**src/rtl/filter_mac_scheduler_if.sv**
```systemverilog
// Control bundle between the filter MAC scheduler and the UART/datapath side.
// Ticks and strobes are single-cycle pulses sampled on the rising clock edge; no back-pressure exists.
interface filter_mac_scheduler_if #(
    parameter int SEL_W = 3
);
    logic             rx_done_tick;
    logic             tx_done_tick;
    logic             clr_ovr;
    logic             en_shift;
    logic             clr_acc;
    logic             en_acc;
    logic [SEL_W-1:0] sel_tap;
    logic             en_out;
    logic             tx_start;
    logic             busy;
    logic             listo;
    logic             overrun;
    logic [2:0]       state;

    modport master (
        input  rx_done_tick, tx_done_tick, clr_ovr,
        output en_shift, clr_acc, en_acc, sel_tap, en_out, tx_start,
               busy, listo, overrun, state
    );

    modport slave (
        output rx_done_tick, tx_done_tick, clr_ovr,
        input  en_shift, clr_acc, en_acc, sel_tap, en_out, tx_start,
               busy, listo, overrun, state
    );
endinterface

```
**src/rtl/filter_mac_scheduler.sv**
```systemverilog
// Sequences the shared multiply-accumulate datapath once per received sample:
// shift, clear, TAPS accumulate cycles, load output, transmit and wait for tx completion.
module filter_mac_scheduler #(
    parameter int TAPS  = 4,
    parameter int SEL_W = 3
) (
    input logic                    clk,
    input logic                    reset,
    filter_mac_scheduler_if.master bus
);
    typedef enum logic [2:0] {
        IDLE, SHIFT, CLEAR, MAC, LOAD, SEND, WAIT_TX, DONE
    } state_t;

    localparam logic [SEL_W-1:0] LAST_TAP = SEL_W'(TAPS - 1);

    state_t           state_q, state_d;
    logic [SEL_W-1:0] counter_q, counter_d;
    logic             overrun_q;
    logic             busy;

    always_ff @(posedge clk or negedge reset) begin
        if (!reset) begin
            state_q   <= IDLE;
            counter_q <= '0;
            overrun_q <= 1'b0;
        end else begin
            state_q   <= state_d;
            counter_q <= counter_d;
            // A new sample during a computation outranks a simultaneous clear.
            if (bus.rx_done_tick && busy)
                overrun_q <= 1'b1;
            else if (bus.clr_ovr)
                overrun_q <= 1'b0;
        end
    end

    always_comb begin
        state_d      = state_q;
        counter_d    = counter_q;
        busy         = 1'b1;
        bus.en_shift = 1'b0;
        bus.clr_acc  = 1'b0;
        bus.en_acc   = 1'b0;
        bus.en_out   = 1'b0;
        bus.tx_start = 1'b0;
        bus.listo    = 1'b0;
        case (state_q)
            IDLE: begin
                busy = 1'b0;
                if (bus.rx_done_tick) state_d = SHIFT;
            end
            SHIFT: begin
                bus.en_shift = 1'b1;
                state_d      = CLEAR;
            end
            CLEAR: begin
                bus.clr_acc = 1'b1;
                counter_d   = '0;
                state_d     = MAC;
            end
            MAC: begin
                bus.en_acc = 1'b1;
                // Counter returns to zero on exit so sel_tap idles at 0.
                if (counter_q == LAST_TAP) begin
                    counter_d = '0;
                    state_d   = LOAD;
                end else begin
                    counter_d = counter_q + SEL_W'(1);
                end
            end
            LOAD: begin
                bus.en_out = 1'b1;
                state_d    = SEND;
            end
            SEND: begin
                bus.tx_start = 1'b1;
                state_d      = WAIT_TX;
            end
            WAIT_TX: begin
                if (bus.tx_done_tick) state_d = DONE;
            end
            DONE: begin
                busy      = 1'b0;
                bus.listo = 1'b1;
                state_d   = bus.rx_done_tick ? SHIFT : IDLE;
            end
            default: state_d = IDLE;
        endcase
    end

    assign bus.busy    = busy;
    assign bus.sel_tap = counter_q;
    assign bus.overrun = overrun_q;
    assign bus.state   = state_q;
endmodule

```
**src/flat_wrapper.sv**
```systemverilog
// flat-port wrapper written by rule: the top's interface ports become plain ports
module filter_mac_scheduler_flat 
#(
    parameter int TAPS  = 4,
    parameter int SEL_W = 3
)
  (clk, reset, bus_rx_done_tick, bus_tx_done_tick, bus_clr_ovr, bus_en_shift, bus_clr_acc, bus_en_acc, bus_sel_tap, bus_en_out, bus_tx_start, bus_busy, bus_listo, bus_overrun, bus_state);
  filter_mac_scheduler_if #(.SEL_W(SEL_W)) bus_i ();
  input logic clk;
  input logic reset;
  input wire logic [$bits(bus_i.rx_done_tick)-1:0] bus_rx_done_tick;
  input wire logic [$bits(bus_i.tx_done_tick)-1:0] bus_tx_done_tick;
  input wire logic [$bits(bus_i.clr_ovr)-1:0] bus_clr_ovr;
  output wire logic [$bits(bus_i.en_shift)-1:0] bus_en_shift;
  output wire logic [$bits(bus_i.clr_acc)-1:0] bus_clr_acc;
  output wire logic [$bits(bus_i.en_acc)-1:0] bus_en_acc;
  output wire logic [$bits(bus_i.sel_tap)-1:0] bus_sel_tap;
  output wire logic [$bits(bus_i.en_out)-1:0] bus_en_out;
  output wire logic [$bits(bus_i.tx_start)-1:0] bus_tx_start;
  output wire logic [$bits(bus_i.busy)-1:0] bus_busy;
  output wire logic [$bits(bus_i.listo)-1:0] bus_listo;
  output wire logic [$bits(bus_i.overrun)-1:0] bus_overrun;
  output wire logic [$bits(bus_i.state)-1:0] bus_state;
  assign bus_i.rx_done_tick = bus_rx_done_tick;
  assign bus_i.tx_done_tick = bus_tx_done_tick;
  assign bus_i.clr_ovr = bus_clr_ovr;
  assign bus_en_shift = bus_i.en_shift;
  assign bus_clr_acc = bus_i.clr_acc;
  assign bus_en_acc = bus_i.en_acc;
  assign bus_sel_tap = bus_i.sel_tap;
  assign bus_en_out = bus_i.en_out;
  assign bus_tx_start = bus_i.tx_start;
  assign bus_busy = bus_i.busy;
  assign bus_listo = bus_i.listo;
  assign bus_overrun = bus_i.overrun;
  assign bus_state = bus_i.state;
  filter_mac_scheduler #(.TAPS(TAPS), .SEL_W(SEL_W)) u_core (.clk(clk), .reset(reset), .bus(bus_i));
endmodule
```
**config.mk**
```make
export PLATFORM = sky130hd
export DESIGN_NAME = filter_mac_scheduler_flat
export DESIGN_NICKNAME = d
export VERILOG_FILES = /design/src/rtl/filter_mac_scheduler_if.sv /design/src/rtl/filter_mac_scheduler.sv /design/src/flat_wrapper.sv
export SDC_FILE = /design/constraint.sdc
export NUM_CORES = 1
export LEC_CHECK = 0
export CAP_MARGIN = 25
export CORE_AREA = 2 2 39 41
export DETAILED_ROUTE_END_ITERATION = 10
export DIE_AREA = 0 0 41 43
export PLACE_DENSITY_LB_ADDON = 0.15
export SYNTH_ARGS = -nofsm -noshare
export SYNTH_HDL_FRONTEND = slang
export SYNTH_SLANG_ARGS = --single-unit
```
**constraint.sdc**
```tcl
create_clock -name clk -period 1.7 [get_ports clk]
set_input_delay 0.255 -clock clk [delete_from_list [all_inputs] [get_ports clk]]
set_output_delay 0.255 -clock clk [all_outputs]
set_load 0.05 [all_outputs]
```
Word-level counts from Yosys, hierarchy flattened
Cells that the tools add are included.
- logic and storage cells: 37
- flip-flop bits (word level): 7
- input port bits: 5
- output and inout port bits: 14
- reductions and logical operators: 6
- eq/ne operators: 11
- muxes and demuxes: 16
- add/sub/neg operators: 1
- operator list (operator ; number):
    $pmux 3 s8 ; 1
    $eq 3x3->1 const B ; 4
    $mux 3 ; 4
    $mux 1 ; 10
    $eq 3x2->1 const B ; 3
    $pmux 3 s2 ; 1
    $ne 2x2->1 const B ; 2
    $reduce_bool 2->1 ; 2
    $add 3x1->3 const B ; 1
    $eq 3x1->1 const B ; 1
    $logic_not 3->1 ; 1
    $reduce_and 3->1 ; 1
    $ne 2x1->1 const B ; 1
    $reduce_or 2->1 ; 1
    $logic_and 1x1->1 ; 1

Depth between registers and ports, before layout
Gate-level depths: netlist (run 1).
- depth after elaboration: 5
- mapped depth: 6
- gate-level depth less buffers: 6

Worst setup path after synthesis (run 1)
OpenSTA, ideal clock, no wires.
- kind: register to register
- start: register u_core.state_q[0], in the netlist u_core.bus.state[0]
- end: register u_core.overrun_q, in the netlist u_core.bus.overrun
- cell stages (with the launch flop): 6
- arrival: 2151 ps
- setup slack: -527 ps
- required time: 1624 ps
- clock period less this slack: 2227 ps
- library setup time: 76 ps
- buffers on the path: 0
- cells stage by stage: dfrtp_1 -> ha_1 -> and2_4 -> a21oi_1 -> nand2_1 -> o21ai_1
- word-level cells in the longest chain between the ends: 5
- elaborated cells between the ends (all ways): 7
- classes of those cells: eq/ne: 1; mux: 2; reduce/logical: 4
- RTL lines (item ; line ; text):
    start: declaration ; filter_mac_scheduler.sv:17 ; state_t state_q, state_d;
    start signal: assignment ; filter_mac_scheduler.sv:28 ; state_q <= state_d;
    $eq 3x3->1 / $logic_not 3->1 (equally long branches) ; filter_mac_scheduler.sv:48 ; case (state_q)
    $reduce_or 2->1 (no line) * ; n/a ;
    $mux 1 * ; filter_mac_scheduler.sv:48 ;
    via bus_busy ; flat_wrapper.sv:20 ; output wire logic [$bits(bus_i.busy)-1:0] bus_busy;
    $logic_and 1x1->1 * ; filter_mac_scheduler.sv:31 ; if (bus.rx_done_tick && busy)
    $mux 1 / $reduce_bool 2->1 (equally long branches) ; n/a ;
    end signal: assignment ; filter_mac_scheduler.sv:26 ; overrun_q <= 1'b0;
    end signal: assignment ; filter_mac_scheduler.sv:32 ; overrun_q <= 1'b1;
    end signal: assignment ; filter_mac_scheduler.sv:34 ; overrun_q <= 1'b0;
    end: declaration ; filter_mac_scheduler.sv:19 ; logic overrun_q;
Mark *: on every way through the listed nets, which the timed path passes. The rest lies on a longest branch.
A chain may end at the register's enable or synchronous reset.

Worst setup path in the final report (run 1)
- start: register u_core.state_q[1], in the netlist u_core.bus.state[1]
- end: output port bus_busy
- word-level cells in the longest chain between the ends: 3
- elaborated cells between the ends (all ways): 4
- classes of those cells: eq/ne: 1; mux: 1; reduce/logical: 2
- RTL lines (item ; line):
    $eq 3x3->1 / $logic_not 3->1 (equally long branches) ; filter_mac_scheduler.sv:48
    $reduce_or 2->1 (no line) * ; n/a
    $mux 1 * ; filter_mac_scheduler.sv:48
    end: declaration ; flat_wrapper.sv:20
Every way passes the cells marked *; elsewhere a longest branch is shown, timed or not.

==> results of run 1 <==
## how the worst min path moves through the flow
stage | start | end | slack [ps] | cells after the start
CTS | reset | u_core.bus.overrun | 270 | 1
floorplan | reset | u_core.bus.overrun | -40 | 0
detailed placement | u_core.bus.overrun | u_core.bus.overrun | 510 | 2
finish | reset | u_core.bus.overrun | 260 | 1
global route | reset | u_core.bus.overrun | 300 | 1
global placement | u_core.bus.overrun | u_core.bus.overrun | 500 | 2
## cell usage in the layout, fill, tap and decap left out, types with 3 or more instances in the layout
| master | Yosys | routed |
|---|---|---|
| sky130_fd_sc_hd__nand2_1 | 4 | 4 |
| sky130_fd_sc_hd__clkdlybuf4s50_1 | 0 | 4 |
| sky130_fd_sc_hd__ha_1 | 5 | 3 |
| sky130_fd_sc_hd__buf_4 | 0 | 7 |
| sky130_fd_sc_hd__dfrtp_1 | 7 | 5 |
| sky130_fd_sc_hd__inv_1 | 4 | 4 |
| sky130_fd_sc_hd__clkbuf_4 | 0 | 3 |
| sky130_fd_sc_hd__buf_12 | 0 | 8 |
| sky130_fd_sc_hd__nor2b_4 | 2 | 3 |
## kinds of logic after synthesis
| logic type | after synthesis | synth area share |
|---|---|---|
| and+or+nand+nor | 16 | 0.235 |
| adders and majority gates | 5 | 0.131 |
| DFF | 7 | 0.366 |
| muxes | 2 | 0.0522 |
| buffers and inverters | 5 | 0.0548 |
| AOI/OAI and AO/OA | 11 | 0.162 |
## sequential cells by signal, summed over array words and instances (netlist names)
register / cells
u_core.bus.overrun: 1
u_core.bus.state: 3
u_core.bus.sel_tap: 3
## worst max-delay path, stage by stage (launching register included)
cell	delay, ps
sky130_fd_sc_hd__dfrtp_2	440
sky130_fd_sc_hd__ha_2	230
sky130_fd_sc_hd__and2_4	170
sky130_fd_sc_hd__a21oi_4	160
sky130_fd_sc_hd__buf_12	160
## stage by stage
step / setup slack (ps) / utilization / cells / TNS (ps) / hold slack [ps]
floorplan: 38.1 / - / 46 / 0 / -40.6
global placement: 145 / 0.554 / 80 / 0 / 502
detailed placement: 98.2 / 0.554 / 80 / 0 / 507
CTS: 29.9 / 0.575 / 84 / 0 / 273
global route: -5.45 / 0.575 / 84 / -5.45 / 295
finish: 29.6 / 0.575 / 84 / 0 / 257
## final cells by class
| type | count | area (um2) |
|---|---|---|
| Multi-Input combinational cell | 34 | 304 |
| Fill cell | 120 | 588 |
| Timing Repair Buffer | 19 | 253 |
| Inverter | 4 | 15.0 |
| Sequential cell | 7 | 178 |
| Tap cell | 16 | 20.0 |
| Clock buffer | 4 | 26.3 |
## layer usage
layer	vias to the layer above	part of all wire	GRT usage
met5	-	0	0
met4	0	0.0083	0.0800
met3	2	0.053	0.0157
met2	13	0.51	0.231
met1	187	0.43	0.173
li1	199	-	-
## what timing repair did
item / CTS / global route
resized for setup: 1 / 0
setup endpoints to repair: 1 / 1
cloned: 0 / 0
hold buffers: 0 / 0
==> impl_metrics.prom, run 1 <==
# TYPE chip_impl_metric gauge
chip_impl_metric{name="die_area",unit="um2"} 1760
chip_impl_metric{name="period_share",unit=""} 0.983
chip_impl_info{name="grt_setup_unrepaired",value="true"} 1
chip_impl_metric{name="via_count_of_the_first_global_routing_pass",unit=""} 385
chip_impl_info{name="end_of_the_worst_register_to_register_path",value="u_core.bus.state[1]"} 1
chip_impl_metric{name="post_dp_cell_area",unit="um2"} 767
chip_impl_metric{name="vias",unit=""} 401
chip_impl_metric{name="design.portCount",unit=""} 19
chip_impl_metric{name="crit_fanout",unit=""} 6
chip_impl_metric{name="global_route.overflow_total",unit=""} 0
chip_impl_info{name="crit-reg2reg-launch",value="u_core.bus.state[0]"} 1
chip_impl_info{name="startpoint",value="u_core.bus.state[1]"} 1
chip_impl_metric{name="synth.cell_area",unit="um2"} 479
chip_impl_info{name="yosys_most_used_dff",value="sky130_fd_sc_hd__dfrtp_1"} 1
chip_impl_info{name="dominant_cell_by_count_in_the_synthesized_netlist",value="sky130_fd_sc_hd__dfrtp_1"} 1
chip_impl_info{name="worst_setup_path_start_kind",value="flip-flop"} 1
chip_impl_info{name="outcome",value="completed"} 1
chip_impl_metric{name="cts-buffers-inserted",unit=""} 3
chip_impl_metric{name="syn_to_final_growth",unit="%"} 66.1
chip_impl_metric{name="drt_pre_antenna_iters",unit=""} 1
chip_impl_metric{name="final-max-slew-violation-count",unit=""} 0
chip_impl_info{name="synth_common_cells",value="sky130_fd_sc_hd__dfrtp_1, sky130_fd_sc_hd__ha_1, sky130_fd_sc_hd__inv_1, sky130_fd_sc_hd__nand2_1, sky130_fd_sc_hd__nor2b_1"} 1
chip_impl_metric{name="finalClockSkew",unit="ps"} 0.950
chip_impl_info{name="cp_capture_type",value="output port"} 1
chip_impl_metric{name="path_clk_slew",unit="ps"} 60
chip_impl_metric{name="detail_route.drc_violations",unit=""} 0
chip_impl_metric{name="cts_h_tree_depth",unit=""} 1
chip_impl_metric{name="number_of_nets_with_antenna_violations_after_routing",unit=""} 0
chip_impl_metric{name="largest_net_degree_at_the_start_of_global_routing",unit=""} 12
chip_impl_metric{name="synth-edff-count",unit=""} 0
chip_impl_metric{name="timing.max_cap.violations",unit=""} 0
chip_impl_metric{name="clk_path_buf_depth",unit=""} 2
chip_impl_metric{name="timing.final.crit_period",unit="ps"} 1670
chip_impl_metric{name="syn-mean-instance-area",unit="um2"} 10.4
chip_impl_metric{name="layout.nets",unit=""} 79
chip_impl_info{name="endpoint",value="bus_busy"} 1
chip_impl_metric{name="synthesis.yosys.warnings",unit=""} 0
chip_impl_metric{name="buffer_ports.inserted",unit=""} 18
chip_impl_metric{name="floorplan.initialDensity",unit=""} 0.346
chip_impl_metric{name="fraction_of_layout_cells_with_a_size_suffix_above_1",unit=""} 0.500
chip_impl_metric{name="crit_arrival",unit="ps"} 1420
chip_impl_metric{name="yosys.area.top_type_share",unit=""} 0.366
chip_impl_metric{name="worstRegToRegCells",unit=""} 6
chip_impl_info{name="clock-root-buffer",value="sky130_fd_sc_hd__clkbuf_4"} 1
chip_impl_metric{name="hold_viol_final",unit=""} 0
chip_impl_info{name="worstSetupPathType",value="flip-flop to output port"} 1
chip_impl_metric{name="worst_slew_margin_rel",unit=""} 0.730
chip_impl_metric{name="n_antenna_cell",unit=""} 0
chip_impl_metric{name="die-width",unit="um"} 41
chip_impl_metric{name="post-dp-hpwl",unit="um"} 871
chip_impl_metric{name="clock_sink_count",unit=""} 7
chip_impl_metric{name="drt_wl_total",unit="um"} 1090
chip_impl_metric{name="synthDistinctLibCells",unit=""} 25
chip_impl_metric{name="clock_insertion_delay_worst_skew",unit="ps"} 250
chip_impl_metric{name="routabilityCongestion",unit=""} 0.719
chip_impl_metric{name="count_of_endpoints_failing_setup_in_the_final_report",unit=""} 0
chip_impl_info{name="tritoncts",value="built"} 1
chip_impl_metric{name="antenna_found_initial",unit=""} 0
chip_impl_metric{name="worstMarginPinSlew",unit="ps"} 405
chip_impl_metric{name="route.detailed.wl_per_inst",unit="um"} 12.9
chip_impl_metric{name="yosys_register_bits",unit=""} 7
chip_impl_info{name="netlist.top_cell.by_area",value="sky130_fd_sc_hd__dfrtp_1"} 1
chip_impl_metric{name="syn-num-nets",unit=""} 56
chip_impl_metric{name="design_area",unit="um2"} 796
chip_impl_metric{name="cts.repair_timing.setup_buffer_count",unit=""} 0
chip_impl_info{name="worstHoldPathType",value="input port to asynchronous set/reset pin"} 1
chip_impl_info{name="synthTopCellsByArea",value="sky130_fd_sc_hd__dfrtp_1, sky130_fd_sc_hd__ha_1, sky130_fd_sc_hd__nor2b_4, sky130_fd_sc_hd__nor2b_1, sky130_fd_sc_hd__inv_1"} 1
chip_impl_metric{name="std_cell_rows",unit=""} 14
chip_impl_metric{name="drt_iter0_drc",unit=""} 0
chip_impl_metric{name="grt_first_pass_wirelength",unit="um"} 1660
chip_impl_metric{name="yosysSeqAreaShare",unit=""} 0.366
chip_impl_metric{name="required",unit="ps"} 1440
chip_impl_metric{name="core_area",unit="um2"} 1380
chip_impl_metric{name="reg2reg_setup_slack",unit="ps"} 100
chip_impl_metric{name="ys_async_sr_fraction",unit=""} 1.00
chip_impl_metric{name="die_h",unit="um"} 43
chip_impl_metric{name="viasPerCell",unit=""} 4.77
chip_impl_metric{name="post_synth_inst_count",unit=""} 46
chip_impl_metric{name="global_route.usage.total",unit=""} 0.143
chip_impl_metric{name="fmaxAchievable",unit="MHz"} 599
Power of run 1 is left out: the tool's default activity adds up to more than one toggle a clock period on the data nets, which glitch-free logic cannot reach.
==> run 2, diff against run 1 <==
Settings changed: CELL_PAD_IN_SITES_DETAIL_PLACEMENT set to 1, CELL_PAD_IN_SITES_GLOBAL_PLACEMENT set to 1, CORE_AREA 2 2 39 41 to not set, CORE_MARGIN set to 2, CORE_UTILIZATION set to 30, DIE_AREA 0 0 41 43 to not set.
==> run 2 against run 1 <==
Net effect: via count increased by 4.2%; global-route usage increased by 0.50 points; critical path type unchanged; core utilization decreased by 4.3 points.
==> impl_metrics.prom, run 2 (synthesis results as in run 1) <==
# TYPE chip_impl_metric gauge
chip_impl_info{name="outcome",value="completed"} 1
chip_impl_metric{name="global_route.usage.total",unit=""} 0.148
chip_impl_metric{name="die_h",unit="um"} 44.0
chip_impl_metric{name="std_cell_rows",unit=""} 14
chip_impl_metric{name="detail_route.drc_violations",unit=""} 0
chip_impl_metric{name="routabilityCongestion",unit=""} 0.681
chip_impl_info{name="clock-root-buffer",value="sky130_fd_sc_hd__clkbuf_4"} 1
chip_impl_metric{name="n_antenna_cell",unit=""} 0
chip_impl_metric{name="seq_area",unit="um2"} 178
chip_impl_metric{name="via_count_of_the_first_global_routing_pass",unit=""} 439
chip_impl_metric{name="required",unit="ps"} 1440
chip_impl_metric{name="path_clk_slew",unit="ps"} 60
chip_impl_info{name="cp_capture_type",value="output port"} 1
chip_impl_metric{name="grt_first_pass_wirelength",unit="um"} 2080
chip_impl_metric{name="number_of_nets_with_antenna_violations_after_routing",unit=""} 0
chip_impl_metric{name="vias",unit=""} 418
chip_impl_metric{name="die-width",unit="um"} 44.0
chip_impl_info{name="worstSetupPathType",value="flip-flop to output port"} 1
chip_impl_metric{name="finalClockSkew",unit="ps"} 3.75
chip_impl_info{name="layout.cells.most_common",value="sky130_fd_sc_hd__buf_12"} 1
chip_impl_metric{name="crit_arrival",unit="ps"} 1400
chip_impl_metric{name="met2_length",unit="um"} 742
chip_impl_metric{name="design.portCount",unit=""} 19
chip_impl_metric{name="multi_input_area",unit="um2"} 309
chip_impl_metric{name="route.detailed.wl_per_inst",unit="um"} 15.0
chip_impl_metric{name="drt_wl_total",unit="um"} 1260
chip_impl_metric{name="die_area",unit="um2"} 1930
chip_impl_metric{name="layout.filler_cells",unit=""} 170
chip_impl_metric{name="buffer_ports.inserted",unit=""} 18
chip_impl_metric{name="post-dp-hpwl",unit="um"} 949
chip_impl_info{name="tritoncts",value="built"} 1
chip_impl_metric{name="syn_to_final_growth",unit="%"} 67.1
chip_impl_metric{name="clk_path_buf_depth",unit=""} 2
chip_impl_metric{name="final-max-slew-violation-count",unit=""} 0
chip_impl_metric{name="met1_length",unit="um"} 464
chip_impl_metric{name="fraction_of_layout_cells_with_a_size_suffix_above_1",unit=""} 0.529
chip_impl_metric{name="floorplan.initialDensity",unit=""} 0.318
chip_impl_metric{name="viasPerCell",unit=""} 4.98
chip_impl_metric{name="cts-buffers-inserted",unit=""} 3
chip_impl_metric{name="layout.nets",unit=""} 79
chip_impl_metric{name="fmaxAchievable",unit="MHz"} 605
chip_impl_metric{name="timing.max_cap.violations",unit=""} 0
chip_impl_metric{name="antenna_found_initial",unit=""} 0
chip_impl_metric{name="largest_net_degree_at_the_start_of_global_routing",unit=""} 12
chip_impl_metric{name="clock_insertion_delay_worst_skew",unit="ps"} 250
chip_impl_metric{name="period_share",unit=""} 0.972
chip_impl_info{name="commonest_cells_after_routing_fill_and_taps_aside",value="sky130_fd_sc_hd__buf_12, sky130_fd_sc_hd__buf_4, sky130_fd_sc_hd__dfrtp_1"} 1
chip_impl_metric{name="worst_slew_margin_rel",unit=""} 0.720
chip_impl_metric{name="cts_h_tree_depth",unit=""} 1
chip_impl_metric{name="clock_sink_count",unit=""} 7
chip_impl_metric{name="count_of_endpoints_failing_setup_in_the_final_report",unit=""} 0
chip_impl_info{name="highest-signal-layer",value="met4"} 1
chip_impl_info{name="worst_setup_path_start_kind",value="flip-flop"} 1
chip_impl_metric{name="drt_iter0_drc",unit=""} 0
chip_impl_metric{name="core_area",unit="um2"} 1510
chip_impl_metric{name="hold_viol_final",unit=""} 0
chip_impl_metric{name="wl_met3",unit="um"} 40
chip_impl_info{name="worstHoldPathType",value="input port to asynchronous set/reset pin"} 1
chip_impl_metric{name="timing.final.crit_period",unit="ps"} 1650
chip_impl_metric{name="crit_fanout",unit=""} 6
chip_impl_metric{name="worstMarginPinSlew",unit="ps"} 419
chip_impl_metric{name="drt_pre_antenna_iters",unit=""} 1
chip_impl_metric{name="global_route.overflow_total",unit=""} 0
chip_impl_metric{name="final_util",unit=""} 0.532
-- run 2: changes by cell type in the layout (fill, tap and decap cells not counted) --
cell,previous run,this run
sky130_fd_sc_hd__ha_1,3,1
sky130_fd_sc_hd__ha_2,2,4
-- run 2: layout make-up --
| cell class | instances | area share |
|---|---|---|
| clock buffers | 4 | 0.0328 |
| repair buffers | 19 | 0.316 |
| inverters | 4 | 0.0188 |
| well taps | 16 | 0.0250 |
| multi-input cells | 34 | 0.386 |
| flip-flops and latches | 7 | 0.222 |
-- run 2: layer usage --
| metal | up-vias | GRT usage |
|---|---|---|
| met5 | - | 0 |
| met2 | 10 | 0.265 |
| met1 | 205 | 0.183 |
| li1 | 201 | - |
| met4 | 0 | 0.0545 |
| met3 | 2 | 0.0125 |
-- run 2: per-stage QoR --
| step | hold WS (ps) | cells | setup slack (ps) | TNS [ps] | area (um2) |
|---|---|---|---|---|---|
| after floorplan | -40.6 | 46 | 38.1 | 0 | 505 |
| final | 268 | 84 | 46.8 | 0 | 801 |
| after global placement | 504 | 80 | 140 | 0 | 767 |
| after CTS | 275 | 84 | 33.7 | 0 | 796 |
| after global routing | 300 | 84 | -5.41 | -5.41 | 801 |
| after detailed placement | 514 | 80 | 101 | 0 | 767 |
-- run 2: worst max-delay path, cell delays in order, from the launching register on --
cell,delay (ps)
sky130_fd_sc_hd__dfrtp_2,440
sky130_fd_sc_hd__ha_2,230
sky130_fd_sc_hd__and2_4,170
sky130_fd_sc_hd__a21oi_4,150
sky130_fd_sc_hd__buf_12,150
-- run 2: what timing repair did --
item / CTS / global route
setup buffers: 0 / 0
endpoints found under the setup margin: 1 / 2
gates resized for setup: 1 / 2
cloned: 0 / 0
pin swaps: 0 / 0
hold buffers: 0 / 0
-- run 2: path summary, 6_finish.rpt --
path / startpoint / end / slack, ps / cells after the start
min: reset / u_core.bus.state[2] / 270 / 1
max: u_core.bus.state[1] / bus_busy / 50 / 4
min in group clk: u_core.bus.overrun / u_core.bus.overrun / 520 / 2
max reg2reg: u_core.bus.state[0] / u_core.bus.state[1] / 70 / 6
min reg2reg: u_core.bus.overrun / u_core.bus.overrun / 520 / 2
max in group asynchronous: reset / u_core.bus.state[0] / 1160 / 1
Power of run 2 is left out for the same reason.
